===== config.mk =====
export PLATFORM = sky130hd
export DESIGN_NAME = mipi_rx_lane_aligner_n
export DESIGN_NICKNAME = d
export VERILOG_FILES = /design/src/rtl/mipi_rx_pkg.sv /design/src/rtl/mipi_rx_lane_delay.sv /design/src/rtl/mipi_rx_lane_aligner_n.sv
export SDC_FILE = /design/constraint.sdc
export NUM_CORES = 1
export LEC_CHECK = 0
export CAP_MARGIN = 10
export CORE_ASPECT_RATIO = 1.1
export CORE_MARGIN = 4
export CORE_UTILIZATION = 41
export CTS_CLUSTER_DIAMETER = 30
export CTS_CLUSTER_SIZE = 28
export DETAILED_ROUTE_END_ITERATION = 8
export SKIP_LAST_GASP = 1
export SYNTH_ARGS = -nofsm -noshare
export SYNTH_HDL_FRONTEND = slang
export SYNTH_SLANG_ARGS = --single-unit

===== constraint.sdc =====
create_clock -name clk_i -period 6.7 [get_ports clk_i]
set_input_delay 0.67 -clock clk_i [delete_from_list [all_inputs] [get_ports clk_i]]
set_output_delay 0.67 -clock clk_i [all_outputs]
set_load 0.02 [all_outputs]

===== src/rtl/mipi_rx_pkg.sv =====
// Shared constants and state encoding for the CSI-2 receive lane aligner.
// Imported by the aligner top and its per-lane delay line.
package mipi_rx_pkg;

    localparam int BYTE_W          = 8;
    localparam int ALIGN_DEPTH_DEF = 8;
    localparam int CNT_W           = $clog2(ALIGN_DEPTH_DEF);

    typedef enum logic [1:0] {
        ST_IDLE      = 2'd0,
        ST_SKEW      = 2'd1,
        ST_LOCKED    = 2'd2,
        ST_WAIT_IDLE = 2'd3
    } align_state_e;

    // Width of the skew counter, offsets and taps for a given skew window.
    function automatic int cnt_width(input int depth);
        return (depth > 1) ? $clog2(depth) : 1;
    endfunction

endpackage


===== src/rtl/mipi_rx_lane_delay.sv =====
// One lane's free-running {valid, byte} delay line with a variable tap.
// The tapped valid is presented combinationally; the tapped byte is registered on load.
module mipi_rx_lane_delay
    import mipi_rx_pkg::*;
#(
    parameter int ALIGN_DEPTH = 8
) (
    input  logic                           clk_i,
    input  logic                           reset_in,
    input  logic                           valid_i,
    input  logic [BYTE_W-1:0]              byte_i,
    input  logic [$clog2(ALIGN_DEPTH)-1:0] tap_i,
    input  logic                           load_i,
    output logic                           dly_valid_o,
    output logic [BYTE_W-1:0]              byte_o
);

    // Stage 0 is the input registered once; together with the live input this
    // gives ALIGN_DEPTH+1 observable positions, of which the tap reads stages 0..ALIGN_DEPTH-1.
    logic              valid_q [ALIGN_DEPTH];
    logic [BYTE_W-1:0] data_q  [ALIGN_DEPTH];
    logic [BYTE_W-1:0] byte_q;

    always_ff @(posedge clk_i) begin
        if (!reset_in) begin
            for (int i = 0; i < ALIGN_DEPTH; i++) begin
                valid_q[i] <= 1'b0;
                data_q[i]  <= '0;
            end
            byte_q <= '0;
        end else begin
            valid_q[0] <= valid_i;
            data_q[0]  <= byte_i;
            for (int i = 1; i < ALIGN_DEPTH; i++) begin
                valid_q[i] <= valid_q[i-1];
                data_q[i]  <= data_q[i-1];
            end
            if (load_i) begin
                byte_q <= data_q[tap_i];
            end
        end
    end

    assign dly_valid_o = valid_q[tap_i];
    assign byte_o      = byte_q;

endmodule


===== src/rtl/mipi_rx_lane_aligner_n.sv =====
// De-skews up to LANES byte-aligned CSI-2 lanes by measuring each lane's valid-rise
// offset within a bounded window and delaying the early lanes to match the latest one.
module mipi_rx_lane_aligner_n
    import mipi_rx_pkg::*;
#(
    parameter int LANES       = 4,
    parameter int ALIGN_DEPTH = 8
) (
    input  logic                           clk_i,
    input  logic                           reset_in,
    input  logic [$clog2(LANES+1)-1:0]     active_lanes_i,
    input  logic [LANES-1:0]               bytes_valid_i,
    input  logic [BYTE_W*LANES-1:0]        byte_i,
    output logic                           lane_valid_o,
    output logic [BYTE_W*LANES-1:0]        lane_byte_o,
    output logic                           align_err_o,
    output logic [$clog2(ALIGN_DEPTH)-1:0] skew_o
);

    localparam int CW = cnt_width(ALIGN_DEPTH);

    // Interface semantics: valid-only streaming, no backpressure. A lane byte is
    // meaningful exactly in cycles where its valid is 1; lane_valid_o marks cycles
    // where every active lane's byte of the same index is present on lane_byte_o.

    align_state_e                state_q, state_d;
    logic [CW-1:0]               cnt_q, cnt_d;
    logic [LANES-1:0]            seen_q, seen_d;
    logic [LANES-1:0][CW-1:0]    off_q, off_d;
    logic [LANES-1:0][CW-1:0]    tap_q, tap_d;
    logic [CW-1:0]               skew_q, skew_d;
    logic                        err_q, err_d;
    logic                        valid_q, valid_d;
    logic [LANES-1:0]            act_q, act_d;

    logic [LANES-1:0]            req_mask;
    logic [LANES-1:0]            act_mask;
    logic [LANES-1:0]            vin;
    logic [LANES-1:0]            rises;
    logic [LANES-1:0]            dly_valid;
    logic [LANES-1:0]            lane_load;
    logic [LANES-1:0][BYTE_W-1:0] lane_q;
    logic                        all_dv;
    logic                        load;

    // Zero or an out-of-range count selects every physical lane.
    always_comb begin
        req_mask = '0;
        if (active_lanes_i == '0 || int'(active_lanes_i) > LANES) begin
            req_mask = '1;
        end else begin
            for (int l = 0; l < LANES; l++) begin
                if (l < int'(active_lanes_i)) begin
                    req_mask[l] = 1'b1;
                end
            end
        end
    end

    assign act_mask = (state_q == ST_IDLE) ? req_mask : act_q;
    assign vin      = bytes_valid_i & act_mask;
    assign rises    = vin & ~seen_q;

    always_comb begin
        all_dv = 1'b1;
        for (int l = 0; l < LANES; l++) begin
            if (act_q[l] && !dly_valid[l]) begin
                all_dv = 1'b0;
            end
        end
    end

    always_comb begin
        state_d = state_q;
        cnt_d   = cnt_q;
        seen_d  = seen_q;
        off_d   = off_q;
        tap_d   = tap_q;
        skew_d  = skew_q;
        err_d   = 1'b0;
        valid_d = 1'b0;
        act_d   = act_q;
        load    = 1'b0;

        unique case (state_q)
            ST_IDLE: begin
                act_d  = req_mask;
                seen_d = vin;
                off_d  = '0;
                cnt_d  = CW'(1);
                if (vin != '0) begin
                    if (vin == req_mask) begin
                        state_d = ST_LOCKED;
                        tap_d   = '0;
                        skew_d  = '0;
                    end else begin
                        state_d = ST_SKEW;
                    end
                end
            end

            ST_SKEW: begin
                seen_d = seen_q | rises;
                for (int l = 0; l < LANES; l++) begin
                    if (rises[l]) begin
                        off_d[l] = cnt_q;
                    end
                end
                if (seen_d == act_q) begin
                    // Taps are ready before the first locked cycle so that cycle's read is aligned.
                    state_d = ST_LOCKED;
                    skew_d  = cnt_q;
                    for (int l = 0; l < LANES; l++) begin
                        tap_d[l] = act_q[l] ? (cnt_q - off_d[l]) : '0;
                    end
                end else if ((seen_q & ~bytes_valid_i) != '0) begin
                    err_d   = 1'b1;
                    state_d = ST_WAIT_IDLE;
                end else if (cnt_q == CW'(ALIGN_DEPTH-1)) begin
                    err_d   = 1'b1;
                    state_d = ST_WAIT_IDLE;
                end else begin
                    cnt_d = cnt_q + CW'(1);
                end
            end

            ST_LOCKED: begin
                // The aligned word must be present from the first locked cycle; any gap ends the packet.
                if (all_dv) begin
                    valid_d = 1'b1;
                    load    = 1'b1;
                end else begin
                    state_d = ST_WAIT_IDLE;
                end
            end

            ST_WAIT_IDLE: begin
                if (vin == '0) begin
                    state_d = ST_IDLE;
                end
            end

            default: begin
                state_d = ST_WAIT_IDLE;
            end
        endcase
    end

    always_ff @(posedge clk_i) begin
        if (!reset_in) begin
            state_q <= ST_WAIT_IDLE;
            cnt_q   <= '0;
            seen_q  <= '0;
            off_q   <= '0;
            tap_q   <= '0;
            skew_q  <= '0;
            err_q   <= 1'b0;
            valid_q <= 1'b0;
            act_q   <= '1;
        end else begin
            state_q <= state_d;
            cnt_q   <= cnt_d;
            seen_q  <= seen_d;
            off_q   <= off_d;
            tap_q   <= tap_d;
            skew_q  <= skew_d;
            err_q   <= err_d;
            valid_q <= valid_d;
            act_q   <= act_d;
        end
    end

    for (genvar l = 0; l < LANES; l++) begin : g_lane
        assign lane_load[l] = load & act_q[l];

        mipi_rx_lane_delay #(
            .ALIGN_DEPTH(ALIGN_DEPTH)
        ) u_delay (
            .clk_i       (clk_i),
            .reset_in    (reset_in),
            .valid_i     (bytes_valid_i[l]),
            .byte_i      (byte_i[BYTE_W*l +: BYTE_W]),
            .tap_i       (tap_q[l]),
            .load_i      (lane_load[l]),
            .dly_valid_o (dly_valid[l]),
            .byte_o      (lane_q[l])
        );
    end

    always_comb begin
        lane_byte_o = '0;
        for (int l = 0; l < LANES; l++) begin
            lane_byte_o[BYTE_W*l +: BYTE_W] = act_q[l] ? lane_q[l] : '0;
        end
    end

    assign lane_valid_o = valid_q;
    assign align_err_o  = err_q;
    assign skew_o       = skew_q;

endmodule


==> results of run 1 <==
## stage by stage
stage / std cells / util / setup WS [ps] / cell area (um^2) / power (mW)
2_1_floorplan: 1208 / - / 3510 / 13900 / 2.60
3_3_place_gp: 1640 / 0.448 / 2710 / 14900 / 2.71
3_5_place_dp: 1640 / 0.448 / 2670 / 14900 / 2.71
4_1_cts: 1770 / 0.524 / 3010 / 17500 / 6.41
5_1_grt: 1770 / 0.524 / 2760 / 17500 / 6.57
6_report: 1770 / 0.524 / 2970 / 17500 / 6.33
## layer usage
layer  global-route usage  routed length [um]  up-vias
li1                     -                   -     4310
met3               0.0362                1150       34
met2                0.231               12600      147
met4               0.0482                 412        0
met5                    0                   0        -
met1                0.214               13400     4214
## state kept, by name (all words and copies together), names as in the netlist, named ones only
register,flops
g_lane.u_delay.data_q,256
align_err_o,1
skew_o,3
off_q,12
g_lane.u_delay.valid_q,32
act_q,4
cnt_q,3
seen_q,4
g_lane.u_delay.byte_o,32
lane_valid_o,1
tap_q,12
state_q,2
## critical path, cell delays in order (launching register included)
cell      delay (ps)
dfxtp_1          330
inv_1            120
ha_1             150
buf_4            320
o21ai_0          190
a211oi_1         770
mux2_2           430
ha_1             200
fa_1             400
xnor2_1          140
or4_1            390
a21oi_1          180
## cells in the final DEF (no fill, tap or decap), drive strengths merged, types with 6 or more instances in the layout
master	netlist	final
dfxtp	374	374
and2	325	325
clkbuf	70	95
clkdlybuf4s50	0	76
mux4	71	71
a21oi	69	69
mux2i	40	40
nor2	35	35
a211oi	34	34
o21ai	31	31
nand2	24	24
inv	10	18
nor3b	14	14
buf	20	14
clkinv	1	14
mux2	11	11
ha	11	11
bufinv	0	8
xnor2	7	7
nand3	7	7
clkinvlp	0	6
## final cells by class
class                           count  area [um^2]
Clock buffer                       95         2060
Clock inverter                     35          472
Fill cell                        2929        15800
Inverter                           11         41.3
Multi-Input combinational cell    733         5980
Sequential cell                   374         7490
Tap cell                          432          541
Timing Repair Buffer               90          870
## worst paths after layout
kind,startpoint,endpoint,cells past startpoint
min,g_lane[1].u_delay.data_q[2][6]$_SDFF_PN0_,g_lane[1].u_delay.data_q[3][6]$_SDFF_PN0_,1
max,state_q[0]$_SDFFE_PN1P_,tap_q[8]$_SDFFE_PN0N_,11
min reg2reg,g_lane[1].u_delay.data_q[2][6]$_SDFF_PN0_,g_lane[1].u_delay.data_q[3][6]$_SDFF_PN0_,1
max reg2reg,state_q[0]$_SDFFE_PN1P_,tap_q[8]$_SDFFE_PN0N_,11
## power breakdown
| part | leakage, nW | internal (mW) | switching [mW] |
|---|---|---|---|
| logic | 2.31 | 0.147 | 0.200 |
| clock network | 1.22 | 2.49 | 1.17 |
| registers | 3.03 | 2.28 | 0.0398 |
| total | 6.57 | 4.92 | 1.41 |
## cells by family after synthesis
kind of cell / after synthesis / share of synthesized area
AND/OR/NAND/NOR: 434 / 0.188
flip-flops: 374 / 0.540
AO/OA/AOI/OAI: 152 / 0.0670
multiplexers: 122 / 0.153
buffers and inverters: 101 / 0.0295
adder cells (fa/ha/maj): 15 / 0.0157
XOR/XNOR: 10 / 0.00632
==> impl_metrics.csv, run 1 <==
group,metric,value,unit
outcome,status,"complete, no violations",
logic_synthesis,yosysWarnings,0,
pwr,peakVddDrop,0.000230,V
logic_synthesis,synthCells,1208,
timing,period_needed,3730,ps
logic_synthesis,synth_area_leaders,"dfxtp_1 (54%), and2_1 (15%), mux4_2 (12%), mux2i_1 (2.9%), a21oi_1 (2.5%)",
global_routing,grt_pass1_vias,8925,
logic_synthesis,synth_top_area_cell,"dfxtp_1",
routing,drc,0,
routing,ant_nets,0,
global_routing,grt_pass1_wl,46.2,mm
clocking,clock_tree.buffer_depth,3,
timing,max_slew.worst_pin.slew,945,ps
timing,finalMaxSlewViolations,0,
logic_synthesis,ys_seq_elements,374,
floorplanning,die_x,183,um
clocking,cts.sinks,374,
logic_synthesis,synth-main-ff-cell,"dfxtp_1",
global_routing,grt_max_degree,125,
global_routing,grtUsageTotal,0.151,
place,portBuffers,77,
cells_and_area,area_growth,25.9,%
timing,fin_setup_tns,0,ps
clocking,numCtsBuffers,72,
timing,finalCritPeriodShare,0.557,
timing,finClkSkew,23.5,ps
routing,drt-vias-per-instance,4.92,
pwr,pwr_density_cell,363,mW/mm^2
routing,routed_wl,27.5,mm
routing,dr.pass1.iters,4,
cells_and_area,nets,1338,
logic_synthesis,syn_nets,1264,
clocking,ctsResizeCount,0,
timing,hold_slack,429,ps
critical_path,required,7170,ps
logic_synthesis,synth-async-reset-ratio,0,
clocking,root_buffer,"clkbuf_16",
clocking,clkLatencyLatePin,550,ps
clocking,hold_buffers,0,
critical_path,critPathKind,"reg2reg",
timing,max_slew_margin,0.369,
logic_synthesis,seq_area_frac_synth,0.540,
critical_path,startpoint_type,"flop",
place,place_hpwl,17.0,mm
critical_path,reg2reg_slack,2970,ps
floorplanning,fp.dieH,201,um
floorplanning,dieArea,0.0368,mm^2
logic_synthesis,synth.most_common_cell,"dfxtp_1",
place,place_congestion,0.799,
global_routing,antenna_found_initial,0,
floorplanning,start_util,0.417,
routing,dr_total_vias,8705,
pwr,power.leakage,6.57,nW
logic_synthesis,syn_area,0.0139,mm^2
logic_synthesis,ys_top_cells_by_count,"dfxtp_1 (374), and2_1 (323), mux4_2 (71)",
clocking,cts_tree,"built",
floorplanning,row_count,70,
cells_and_area,antenna_cells,0,
critical_path,critPathCaptureType,"flop",
timing,hold_viol_final,0,
flow_run,max-cap-violations,0,
routing,wire_per_inst,15.5,um
critical_path,critPathArrivalTime,4200,ps
clocking,cts.clk_slew.worst_paths,50,ps
critical_path,worstPathMaxFanout,35,
logic_synthesis,synth_edf_count,0,
clocking,post_cts_buffers,0,
logic_synthesis,syn_area_per_cell,11.5,um^2
floorplanning,coreArea,0.0333,mm^2
worst_hold_path,hold_path.class,"reg2reg",
timing,setup_viol_count_final,0,
global_routing,globalRouteOverflowTotal,0,
logic_synthesis,synth.distinct_cells,55,
floorplanning,ioPinCount,78,
timing,fmax,0.268,GHz
cells_and_area,drive_gt1_frac,0.169,
clocking,ctsHtreeMaxLevel,3,
logic_synthesis,synth.top_cell.area_share,0.540,
timing,rsz0062_at_grt,"no",
routing,drtIter0Drc,442,
Note: power is estimated with default switching activity, not from simulation.
==> inputs of run 2 (changes only) <==
- clock period: 6.7 -> 3.4 ns (I/O delays scaled with it)
==> impl_metrics.csv, run 2 (synthesis results as in run 1) <==
group,metric,value,unit
outcome,status,"complete, no violations",
place,place_ws,42.1,ps
timing,fmax,0.315,GHz
place,place_congestion,0.801,
global_routing,globalRouteOverflowTotal,0,
critical_path,path_cells,"inv_1, ha_2, o21ai_0, a211oi_1, buf_4, mux2_2, ha_1, fa_1, xnor2_1, or4_1, a21oi_1",
routing,met2WireLength,12.6,mm
clocking,ctsResizeCount,0,
pwr,power_switching,2.76,mW
clocking,cts_tree,"built",
timing,finClkSkew,15.7,ps
cells_and_area,largest_register_ffs,256,
routing,wl_met3,1.24,mm
timing,max_slew.worst_pin.slew,923,ps
cells_and_area,final_common_cell,"dfxtp_1",
floorplanning,die_x,183,um
timing,finalCritPeriodShare,0.934,
critical_path,r2r-start,"state_q[0]$_SDFFE_PN1P_",
worst_hold_path,hold_path.class,"in2reg",
pwr,pwr_density_cell,703,mW/mm^2
critical_path,startpoint_type,"flop",
clocking,root_buffer,"clkbuf_16",
pwr,peakVddDrop,0.000390,V
floorplanning,row_count,70,
critical_path,worstRegToRegCells,11,
worst_hold_path,hold_start,"byte_i[3]",
routing,wire_per_inst,15.6,um
place,place_hpwl,16.9,mm
critical_path,reg2reg_slack,220,ps
timing,max_slew_margin,0.384,
routing,drt-vias-per-instance,4.94,
floorplanning,ioPinCount,78,
clocking,numCtsBuffers,70,
timing,setup_viol_count_final,0,
clocking,post_cts_buffers,0,
critical_path,required,3850,ps
pwr,p_seq_frac,0.371,
routing,drc,0,
critical_path,critPathArrivalTime,3630,ps
pwr,pwr-share-comb,0.060,
timing,finalMaxSlewViolations,0,
critical_path,crit_buf_inv,2,
clocking,clkLatencyLatePin,540,ps
pwr,switching_share,0.224,
cells_and_area,drive_gt1_frac,0.182,
critical_path,r2r-end,"tap_q[8]$_SDFFE_PN0N_",
worst_hold_path,min_to,"g_lane[0].u_delay.data_q[0][3]$_SDFF_PN0_",
pwr,clockPowerShare,0.569,
critical_path,crit_family,"adder cells",
flow_run,max-cap-violations,0,
floorplanning,coreArea,0.0333,mm^2
timing,hold_viol_final,0,
critical_path,crit_slowest_cell,"fa_1",
critical_path,worstPathMaxFanout,9,
timing,fin_setup_tns,0,ps
floorplanning,start_util,0.417,
global_routing,grt_pass1_wl,46.9,mm
routing,drtIter0Drc,487,
routing,highest_layer,"met4",
cells_and_area,antenna_cells,0,
global_routing,grtUsageTotal,0.154,
floorplanning,fp.dieH,201,um
timing,rsz0062_at_grt,"no",
cells_and_area,nets,1355,
routing,ant_nets,0,
floorplanning,dieArea,0.0368,mm^2
clocking,ctsHtreeMaxLevel,3,
timing,period_needed,3180,ps
timing,setup_ws,223,ps
routing,routed_wl,27.8,mm
routing,wl_met1,13.4,mm
worst_hold_path,whs_path_depth,2,
global_routing,grt_pass1_vias,9125,
clocking,cts.clk_slew.worst_paths,50,ps
place,portBuffers,77,
global_routing,grt_max_degree,298,
routing,dr.pass1.iters,4,
cells_and_area,area_growth,26.5,%
cells_and_area,top_register,"g_lane.u_delay.data_q",
cells_and_area,most-common-layout-cells,"dfxtp_1 (374), and2_1 (323), clkdlybuf4s50_1 (76)",
routing,dr_total_vias,8819,
critical_path,critPathCaptureType,"flop",
global_routing,antenna_found_initial,0,
clocking,clock_tree.buffer_depth,3,
pwr,power.leakage,6.63,nW
clocking,cts.sinks,374,
pwr,internal_power,9.57,mW
critical_path,slowest_delay,400,ps
critical_path,critPathKind,"reg2reg",
clocking,hold_buffers,0,
==> run 2: cell type report <==
type,count,area [um^2]
clock buffers,88,1970
inverters,11,41.3
well taps,432,541
fillers,2902,15700
flip-flops and latches,374,7490
clock inverters,39,484
multi-input cells,733,5980
repair buffers,109,1020
==> run 2: worst max-delay path by stage <==
stage,slack [ps],end,cells past startpoint,start
final,220,tap_q[8]$_SDFFE_PN0N_,11,state_q[0]$_SDFFE_PN1P_
after global routing,30,tap_q[8]$_SDFFE_PN0N_,11,state_q[0]$_SDFFE_PN1P_
after CTS,90,tap_q[8]$_SDFFE_PN0N_,11,state_q[0]$_SDFFE_PN1P_
after detailed placement,40,tap_q[8]$_SDFFE_PN0N_,10,active_lanes_i[2]
after global placement,60,flop,9,active_lanes_i[1]
after floorplan,210,flop,11,state_q[0]$_SDFFE_PN1P_
==> run 2: stage by stage <==
stage               utilization  hold WS [ps]  instance area [um^2]  power (mW)  cells
global route              0.527           355                 17500        12.8   1786
finish                    0.527           382                 17500        12.3   1786
CTS                       0.527           347                 17500        12.5   1786
detailed placement        0.453           435                 15100        5.40   1659
global placement          0.453           428                 15100        5.39   1659
floorplan                     -           424                 13900        5.12   1208
==> run 2: layer usage <==
layer,vias up,track usage
li1,4338,-
met3,41,0.0379
met2,157,0.237
met5,-,0
met1,4283,0.213
met4,0,0.0538
==> run 2: power groups by stage <==
stage	logic (mW)	clock network (mW)	registers, mW
floorplan	0.498	0	4.62
global placement	0.738	0	4.65
detailed placement	0.743	0	4.65
CTS	0.748	7.16	4.57
global route	0.833	7.41	4.58
finish	0.744	7.02	4.57
==> inputs of run 3 (changes only) <==
--- a/constraint.sdc
+++ b/constraint.sdc
@@ -3,2 +3,2 @@
 set_output_delay 0.34 -clock clk_i [all_outputs]
-set_load 0.02 [all_outputs]
+set_load 0.1 [all_outputs]
==> impl_metrics.csv, run 3 (synthesis results as in run 1) <==
group,metric,value,unit
global_routing,antenna_found_initial,0,
clocking,cts.sinks,374,
clocking,cts_tree,"built",
floorplanning,row_count,70,
cells_and_area,most-common-layout-cells,"dfxtp_1 (374), and2_1 (323), clkbuf_16 (73)",
pwr,pwr_density_cell,700,mW/mm^2
critical_path,startpoint_type,"flop",
critical_path,crit_buf_inv,2,
timing,max_slew_margin,0.329,
clocking,clkLatencyLatePin,550,ps
clocking,post_cts_buffers,0,
place,place_ws,77.0,ps
timing,finalCritPeriodShare,0.931,
floorplanning,start_util,0.417,
cells_and_area,antenna_cells,0,
cells_and_area,fill_cells,2921,
routing,wire_per_inst,15.6,um
global_routing,grt_pass1_vias,9184,
critical_path,worst-path-stages,11,
critical_path,crit_slowest_cell,"fa_1",
global_routing,grtUsageTotal,0.154,
timing,finalMaxSlewViolations,0,
timing,fmax,0.316,GHz
critical_path,critPathArrivalTime,3630,ps
timing,hold_viol_final,0,
place,dpl.cell_count,1660,
pwr,peakVddDrop,0.000364,V
worst_hold_path,hold_path.class,"in2reg",
timing,hold_slack,187,ps
floorplanning,dieArea,0.0368,mm^2
floorplanning,fp.dieH,201,um
routing,dr.pass1.iters,5,
cells_and_area,top_register,"g_lane.u_delay.data_q",
place,place_hpwl,17.3,mm
clocking,cts.clk_slew.worst_paths,50,ps
routing,ant_nets,0,
cells_and_area,fin_cells,1789,
cells_and_area,final_util,0.523,
timing,setup_ws,233,ps
routing,drtIter0Drc,407,
place,portBuffers,77,
cells_and_area,design_area,0.0174,mm^2
routing,drt-vias-per-instance,4.98,
critical_path,reg2reg_slack,230,ps
pwr,power.leakage,6.68,nW
cells_and_area,nets,1358,
clocking,clock_tree.buffer_depth,3,
cells_and_area,drive_gt1_frac,0.207,
floorplanning,die_x,183,um
critical_path,path_cells,"inv_1, ha_2, and2b_1, a211oi_1, buf_4, mux2_2, ha_1, fa_1, xnor2_1, or4_1, a21oi_1",
critical_path,critPathCaptureType,"flop",
timing,max_slew.worst_pin.slew,1010,ps
global_routing,grt_max_degree,140,
timing,rsz0062_at_grt,"no",
critical_path,worstRegToRegCells,11,
critical_path,r2r-start,"state_q[0]$_SDFFE_PN1P_",
place,place_area,0.0150,mm^2
routing,dr_total_vias,8907,
cells_and_area,area_growth,25.6,%
clocking,ctsHtreeMaxLevel,3,
floorplanning,coreArea,0.0333,mm^2
clocking,numCtsBuffers,72,
global_routing,globalRouteOverflowTotal,0,
clocking,hold_buffers,0,
routing,drc,0,
cells_and_area,final_common_cell,"dfxtp_1",
worst_hold_path,whs_path_depth,2,
timing,finClkSkew,18.6,ps
worst_hold_path,hold_start,"reset_in",
critical_path,crit_family,"adder cells",
critical_path,required,3860,ps
routing,routed_wl,28.0,mm
global_routing,grt_pass1_wl,47.0,mm
timing,period_needed,3170,ps
outcome,status,"complete, no violations",
place,place_congestion,0.814,
worst_hold_path,min_to,"g_lane[0].u_delay.data_q[0][2]$_SDFF_PN0_",
critical_path,slowest_delay,400,ps
clocking,root_buffer,"clkbuf_16",
critical_path,worstPathMaxFanout,10,
cells_and_area,largest_register_ffs,256,
floorplanning,ioPinCount,78,
pwr,p_total,12.2,mW
timing,fin_setup_tns,0,ps
flow_run,max-cap-violations,0,
timing,setup_viol_count_final,0,
critical_path,critPathKind,"reg2reg",
run 3: cell count changes in the layout (fill, tap and decap cells not counted), sizes merged:
| cell | previous run | this run |
|---|---|---|
| buf | 33 | 66 |
| bufinv | 8 | 5 |
| clkbuf | 88 | 95 |
| clkdlybuf4s50 | 76 | 44 |
| clkinv | 19 | 14 |
| inv | 16 | 19 |
run 3: cell type report:
class / count / area, um^2 / share of cell area
Timing Repair Buffer: 110 / 940 / 0.0540
Clock inverter: 34 / 365 / 0.0210
Sequential cell: 374 / 7490 / 0.430
Multi-Input combinational cell: 733 / 5990 / 0.344
Inverter: 11 / 41.3 / 0.00237
Clock buffer: 95 / 2050 / 0.118
Tap cell: 432 / 541 / 0.0310
run 3: worst max-delay path by stage:
stage                                       start                     end  slack, ps
after global placement          active_lanes_i[1]  tap_q[11]$_SDFFE_PN0N_         50
after CTS                 state_q[0]$_SDFFE_PN1P_                    flop        130
after floorplan           state_q[0]$_SDFFE_PN1P_                    flop        210
final                     state_q[0]$_SDFFE_PN1P_                    flop        230
after detailed placement        active_lanes_i[1]                    flop         80
after global routing      state_q[0]$_SDFFE_PN1P_                    flop        100
run 3: where the power goes:
group	internal (mW)	leakage, nW	switching, mW	total [mW]
registers	4.50	3.03	0.0756	4.57
logic	0.327	2.47	0.429	0.756
clock network	4.62	1.17	2.25	6.87
total	9.45	6.68	2.75	12.2
run 3: metal layers:
layer | part of all wire | wire, um | global-route usage | up-vias
met1 | 0.47 | 13200 | 0.210 | 4301
met4 | 0.024 | 681 | 0.0628 | 0
met2 | 0.46 | 12800 | 0.239 | 200
met3 | 0.049 | 1380 | 0.0332 | 57
li1 | - | - | - | 4349
met5 | 0 | 0 | 0 | -
run 3: timing repair:
action | 4_1_cts | 5_1_grt
gates resized for setup | 0 | 3
setup endpoints to repair | 0 | 6
hold endpoints to repair | 0 | 0
